File: src/rtl/oled_char_renderer.sv
// oled_char_renderer
// Turns one character request into a stream of 8-bit OLED column bytes.
// The glyph word is read from an external registered font ROM.
// The first column sits in the top byte of the glyph word, and bit 0 of each byte is the top pixel row.
// Optional feature: define OLED_CHAR_SPACER_EN to append a blank sixth column to every character.
// The blank column is all ones when the character is inverted.
module oled_char_renderer #(
    parameter int ROM_WIDTH  = 40,
    parameter int ADDR_WIDTH = 8
) (
    input  logic                  clk,
    input  logic                  rst,
    input  logic                  char_valid,
    output logic                  char_ready,
    input  logic [7:0]            char_code,
    input  logic                  char_hex,
    input  logic                  char_invert,
    output logic                  rom_re,
    output logic [ADDR_WIDTH-1:0] rom_addr,
    input  logic [ROM_WIDTH-1:0]  rom_data,
    output logic                  col_valid,
    input  logic                  col_ready,
    output logic [7:0]            col_data,
    output logic                  col_last,
    output logic                  busy
);

    typedef enum logic [1:0] {
        IDLE  = 2'd0,
        FETCH = 2'd1,
        LOAD  = 2'd2,
        SEND  = 2'd3
    } state_t;

`ifdef OLED_CHAR_SPACER_EN
    localparam logic [2:0] LAST_COL = 3'd5;
`else
    localparam logic [2:0] LAST_COL = 3'd4;
`endif

    localparam logic [7:0] FIRST_PRINTABLE = 8'd32;
    localparam logic [7:0] LAST_PRINTABLE  = 8'd122;

    state_t                 state;
    logic [ROM_WIDTH-1:0]   shift_q;
    logic [2:0]             col_cnt;
    logic                   invert_q;
    logic                   col_xfer;
    logic [7:0]             fill_byte;
    logic [ADDR_WIDTH-1:0]  mapped_addr;

    // Hex digits index the first 16 glyphs directly.
    // Anything outside the printable range falls back to the space glyph.
    function automatic logic [ADDR_WIDTH-1:0] map_addr(input logic [7:0] code,
                                                       input logic       hex);
        logic [ADDR_WIDTH-1:0] addr;
        if (hex) begin
            addr = ADDR_WIDTH'(code[3:0]);
        end else if ((code >= FIRST_PRINTABLE) && (code <= LAST_PRINTABLE)) begin
            addr = ADDR_WIDTH'(code);
        end else begin
            addr = ADDR_WIDTH'(FIRST_PRINTABLE);
        end
        return addr;
    endfunction

    // Request-side handshake and status.
    // char_ready is also masked by reset so that it reads low while reset is held.
    assign char_ready  = (state == IDLE) && !rst;
    assign busy        = (state != IDLE);
    assign col_data    = shift_q[ROM_WIDTH-1 -: 8];
    assign col_xfer    = col_valid && col_ready;
    assign fill_byte   = {8{invert_q}};
    assign mapped_addr = map_addr(char_code, char_hex);

    // Main controller.
    // The ROM address is registered at accept time and acts as the latched character.
    // The shift register refills from the right with the spacer pattern, so a sixth column falls out naturally.
    always_ff @(posedge clk) begin
        if (rst) begin
            state     <= IDLE;
            rom_re    <= 1'b0;
            rom_addr  <= '0;
            col_valid <= 1'b0;
            col_last  <= 1'b0;
            shift_q   <= '0;
            col_cnt   <= 3'd0;
            invert_q  <= 1'b0;
        end else begin
            unique case (state)
                IDLE: begin
                    rom_re    <= 1'b0;
                    col_valid <= 1'b0;
                    col_last  <= 1'b0;
                    if (char_valid) begin
                        invert_q <= char_invert;
                        rom_addr <= mapped_addr;
                        rom_re   <= 1'b1;
                        state    <= FETCH;
                    end
                end
                FETCH: begin
                    rom_re <= 1'b0;
                    state  <= LOAD;
                end
                LOAD: begin
                    shift_q   <= rom_data ^ {ROM_WIDTH{invert_q}};
                    col_cnt   <= 3'd0;
                    col_valid <= 1'b1;
                    col_last  <= 1'b0;
                    state     <= SEND;
                end
                SEND: begin
                    if (col_xfer) begin
                        shift_q <= {shift_q[ROM_WIDTH-9:0], fill_byte};
                        if (col_cnt == LAST_COL) begin
                            col_valid <= 1'b0;
                            col_last  <= 1'b0;
                            col_cnt   <= 3'd0;
                            state     <= IDLE;
                        end else begin
                            col_cnt  <= col_cnt + 3'd1;
                            col_last <= ((col_cnt + 3'd1) == LAST_COL);
                        end
                    end
                end
                default: begin
                    state <= IDLE;
                end
            endcase
        end
    end

endmodule

File: config.mk
export PLATFORM = sky130hd
export DESIGN_NAME = oled_char_renderer
export DESIGN_NICKNAME = d
export VERILOG_FILES = /design/src/rtl/oled_char_renderer.sv
export SDC_FILE = /design/constraint.sdc
export NUM_CORES = 1
export LEC_CHECK = 0
export CAP_MARGIN = 20
export CELL_PAD_IN_SITES_DETAIL_PLACEMENT = 0
export CELL_PAD_IN_SITES_GLOBAL_PLACEMENT = 1
export CORE_UTILIZATION = 32
export DETAILED_ROUTE_END_ITERATION = 8
export GPL_ROUTABILITY_DRIVEN = 0
export GPL_TIMING_DRIVEN = 0
export HOLD_SLACK_MARGIN = 0.12
export MAX_ROUTING_LAYER = met4
export PLACE_DENSITY = 0.8
export SYNTH_ARGS = -nofsm -noshare
export SYNTH_HDL_FRONTEND = slang
export SYNTH_SLANG_ARGS = --single-unit
File: constraint.sdc
create_clock -name clk -period 1.65 [get_ports clk]
set_clock_uncertainty 0.1 [all_clocks]
set_input_delay 0.33 -clock clk [delete_from_list [all_inputs] [get_ports clk]]
set_output_delay 0.33 -clock clk [all_outputs]
set_load 0.05 [all_outputs]
After elaboration in Yosys (flattened, before gate mapping)
Index checks and enable logic that the tools add are counted.
- bits in registers: 57
- output and inout port bits: 21
- word-level logic and storage cells: 55
- $add $sub $neg: 1
- order comparisons: 2
- equality and inequality tests: 8
- muxes and demuxes: 19
- bitwise operators: 1
- reductions and logical operators: 16
- operators by type and width (operator ; number):
    $pmux 40 s2 ; 1
    $mux 40 ; 1
    $xor 40x40->40 ; 1
    $mux 8 ; 2
    $ge 8x6->1 const B ; 1
    $le 8x7->1 const B ; 1
    $pmux 2 s4 ; 1
    $reduce_bool 2->1 ; 4
    $eq 3x3->1 const B ; 2
    $mux 2 ; 3
    $mux 3 ; 2
    $ne 2x2->1 const B ; 3
    $pmux 3 s2 ; 1
    $reduce_and 2->1 ; 3
    $reduce_and 3->1 ; 2
    $mux 1 ; 5
    $eq 2x2->1 const B ; 2
    $pmux 1 s2 ; 2
    $add 3x1->3 const B ; 1
    $logic_and 1x1->1 ; 3
    $pmux 1 s3 ; 1
    $reduce_bool 3->1 ; 1
    $eq 2x1->1 const B ; 1
    $logic_not 2->1 ; 1
    2 further kinds ; 2

Depth between registers and ports, before layout
- word-level depth: 5
- gate-level depth with buffers: 8
- mapped depth without buffers: 6

Worst setup path after synthesis
No wires, ideal clock.
- path kind: flip-flop to output port
- start: register state[0]
- end: output char_ready
- arrival: 1563 ps
- setup slack: -343 ps
- cell stages (with the launch flop): 5
- path buffers: 0
- cells stage by stage: dfxtp_1 > inv_1 > ha_1 > inv_1 > nor2_1
- longest elaborated chain between the ends: 2
- RTL lines (item ; line ; source):
    start, declared ; 44 ; state_t state;
    start signal, assigned ; 81 ; state <= IDLE;
    start signal, assigned ; 99 ; state <= FETCH;
    start signal, assigned ; 104 ; state <= LOAD;
    $logic_not 2->1 ; 69 ; assign char_ready = (state == IDLE) && !rst;
    $logic_and 1x1->1 ; 69 ;
    end, declared ; 14 ; output logic char_ready,
Every way passes these cells.

Final worst setup path
- start: register state[1]
- end: output busy
- longest elaborated chain between the ends: 1
- RTL lines (item ; line ; source):
    $reduce_bool 2->1 ; 70 ; assign busy = (state != IDLE);
    end, declared ; 25 ; output logic busy
Every way passes these cells.

==> reports/metrics.cfg <==
[clocking]
clock_path_buffers = 2
insertion_delay_ns = 0.33
cts_buffers = 9
hold_buffers = 0
clockRootBuffer = clkbuf_8
cts.sinks = 57
cts_tree = yes
cts_htree_levels = 3
clkSlewWorstSetupHoldPaths_ns = 0.06

[power]
combinationalPowerShare_pct = 50.3
clock_power_share_pct = 19.2
switching_share_pct = 39.1
p_int_mw = 4.03
p_leak_nw = 1.56
seqPwrFrac_pct = 30.5
ir_worst_vdd_mv = 0.948
pwr_density_cell_mw_per_mm2 = 1500
switching_power_mw = 2.59

[job]
drv_cap = 0

[route]
drc = 0
firstDrtPassIters = 4
avgViaCountPerCell = 4.55
via_count = 2831
antenna_left = 0
drt_iter0_markers = 82
finalWirelength_um = 7800
wl_per_cell_um = 12.5

[run_status]
violations = negative setup slack
status = finished, violations left

[timing]
hold_viol_final = 0
setup_viol_count_final = 1
whs_ns = 0.352
fin_setup_tns_ns = -0.0142
post-route-min-period_ns = 1.66
relSlewSlack_pct = 66.0
final_max_slew_viol_count = 0
rsz0062_at_grt = yes
fin_ws_ns = -0.0142
period_share_pct = 101
max_freq_mhz = 601
tightestPinTransition_ns = 0.512

[final_layout]
n_antenna_cell = 0
syn_to_final_growth_pct = 43.1
final_cell_mix = 102 x nand2_1, 54 x dfxtp_1, 52 x clkdlybuf4s50_1
nets = 549
drive_above_1_share_pct = 18.1
final_common_cell = nand2_1

[synthesis]
synth_nets = 455
syn_avg_cell_area_um2 = 7.81
synth.distinct_cells = 32
syn_area_mm2 = 0.00308
ys_seq_area_share_pct = 37.1
synth_seq_cells = 57
synthCells = 394
ys_warn_count = 0

[floorplanning]
start_util_pct = 33.1
die-area_mm2 = 0.0100
num_rows = 35
die_w_um = 100
io_pins = 75
core_area_mm2 = 0.00928
die_h_um = 100

[setup_path]
startpoint_type = flop
crit_arrival_ns = 1.23
worstPathRequired_ns = 1.22
crit_type = reg -> out
cp_max_fo = 4
end_kind = output pin

[grt]
grt_max_degree = 11
antenna_found_initial = 0
met2_usage_pct = 28.1
globalRouteOverflowTotal = 0
grt_pass1_wl_um = 13000
busiest_layer = met2
met3_usage_pct = 2.79
grt_pass1_vias = 2852
grt_usage_pct = 16.9
use_met1_pct = 20.4

[worst_hold_path]
hp-class = reg -> reg

[placement]
dp_hpwl_um = 5810
io_buffers = 73

==> per-stage QoR <==
| stage | setup WS [ns] | cell area (um2) | total power [mW] | cells | utilization (%) |
|---|---|---|---|---|---|
| 3_3_place_gp | -0.601 | 3980 | 4.86 | 596 | 42.8 |
| 6_report | -0.0142 | 4400 | 6.62 | 622 | 47.4 |
| 2_1_floorplan | 0.00910 | 3090 | 4.09 | 394 | - |
| 4_1_cts | -0.0194 | 4290 | 6.46 | 618 | 46.2 |
| 3_5_place_dp | -0.632 | 3980 | 4.90 | 596 | 42.8 |
| 5_1_grt | -0.0604 | 4400 | 7.08 | 622 | 47.4 |
==> path summary, 6_finish.rpt <==
check               endpoint       start  slack [ns]  cells past startpoint
setup / recovery        busy    state[1]       -0.01                      5
hold / removal    shift_q[8]  shift_q[8]        0.35                      2
setup reg to reg    state[1]    state[1]        0.07                      6
hold reg to reg   shift_q[8]  shift_q[8]        0.35                      2
==> metal layers <==
| metal | routed length (um) | vias up |
|---|---|---|
| met5 | 0 | - |
| met4 | 135 | 0 |
| met3 | 249 | 13 |
| met2 | 3760 | 53 |
| met1 | 3650 | 1290 |
| li1 | - | 1475 |
==> flip-flops by register name, summed over array words and instances, names as in the netlist <==
register	cells
col_last	1
invert_q	1
rom_addr	8
shift_q	40
col_valid	1
rom_re	1
state	2
col_cnt	3
==> Yosys cell counts <==
master / number / share of area [%]
nand2_1: 102 / 12
dfxtp_1: 57 / 37
xnor2_1: 40 / 11
a21oi_1: 38 / 6.2
o21ai_0: 35 / 5.7
nor2_1: 19 / 2.3
buf_4: 17 / 4.1
a211oi_1: 10 / 2.4
nor2b_1: 9 / 1.8
buf_2: 8 / 1.3
clkbuf_1: 8 / 0.98
ha_1: 7 / 2.8
inv_1: 6 / 0.73
mux2i_1: 6 / 2.0
nand3b_1: 5 / 1.2
nor3_2: 4 / 1.3
nand3_1: 3 / 0.49
nor3_1: 3 / 0.49
buf_1: 2 / 0.24
buf_6: 2 / 0.73
nand4_1: 2 / 0.41
a21boi_2: 1 / 0.37
a21boi_4: 1 / 0.61
and3b_1: 1 / 0.28
clkbuf_4: 1 / 0.24
nor2_2: 1 / 0.20
nor4_1: 1 / 0.20
o21bai_1: 1 / 0.24
o221a_4: 1 / 0.65
o22a_2: 1 / 0.33
or2_1: 1 / 0.20
or4b_4: 1 / 0.45
==> what timing repair did <==
| item | in CTS | in global routing |
|---|---|---|
| buffers inserted | 6 | 4 |
| setup endpoints to repair | 78 | 55 |
| gates resized for setup | 73 | 35 |
| endpoints found under the hold margin | 0 | 0 |
| pin swaps | 2 | 4 |
==> cells by family (layout without fill, tap and decap cells) <==
kind of cell	Yosys count	count (layout)	share of synthesized area (%)
fa+ha+maj	7	7	2.85
simple gates	152	152	21.8
buf+inv	44	143	8.38
flops	57	57	37.1
xor+xnor	40	40	11.4
mux	6	6	1.95
compound gates	88	88	16.5
==> power by group through the flow <==
| stage | logic, mW | registers, mW | clock network, mW |
|---|---|---|---|
| floorplan | 2.01 | 2.08 | 0 |
| global placement | 2.85 | 2.00 | 0 |
| detailed placement | 2.88 | 2.02 | 0 |
| CTS | 3.14 | 2.02 | 1.30 |
| global route | 3.65 | 2.06 | 1.36 |
| finish | 3.33 | 2.02 | 1.27 |
==> worst max-delay path: stages, from the launching register on <==
cell and delay [ns]:
dfxtp_4 0.39, inv_4 0.04, ha_4 0.17, inv_4 0.08, buf_12 0.10, buf_12 0.12
==> cell type report <==
cell class              count  area (um2)
fillers                   952        4880
multi-input cells         293        1730
flip-flops and latches     57        1150
repair buffers             83         840
plain buffers              38         302
well taps                 129         161
clock buffers              13         149
clock inverters             3        40.0
inverters                   6        30.0
Power figures use the tool's default switching activity.
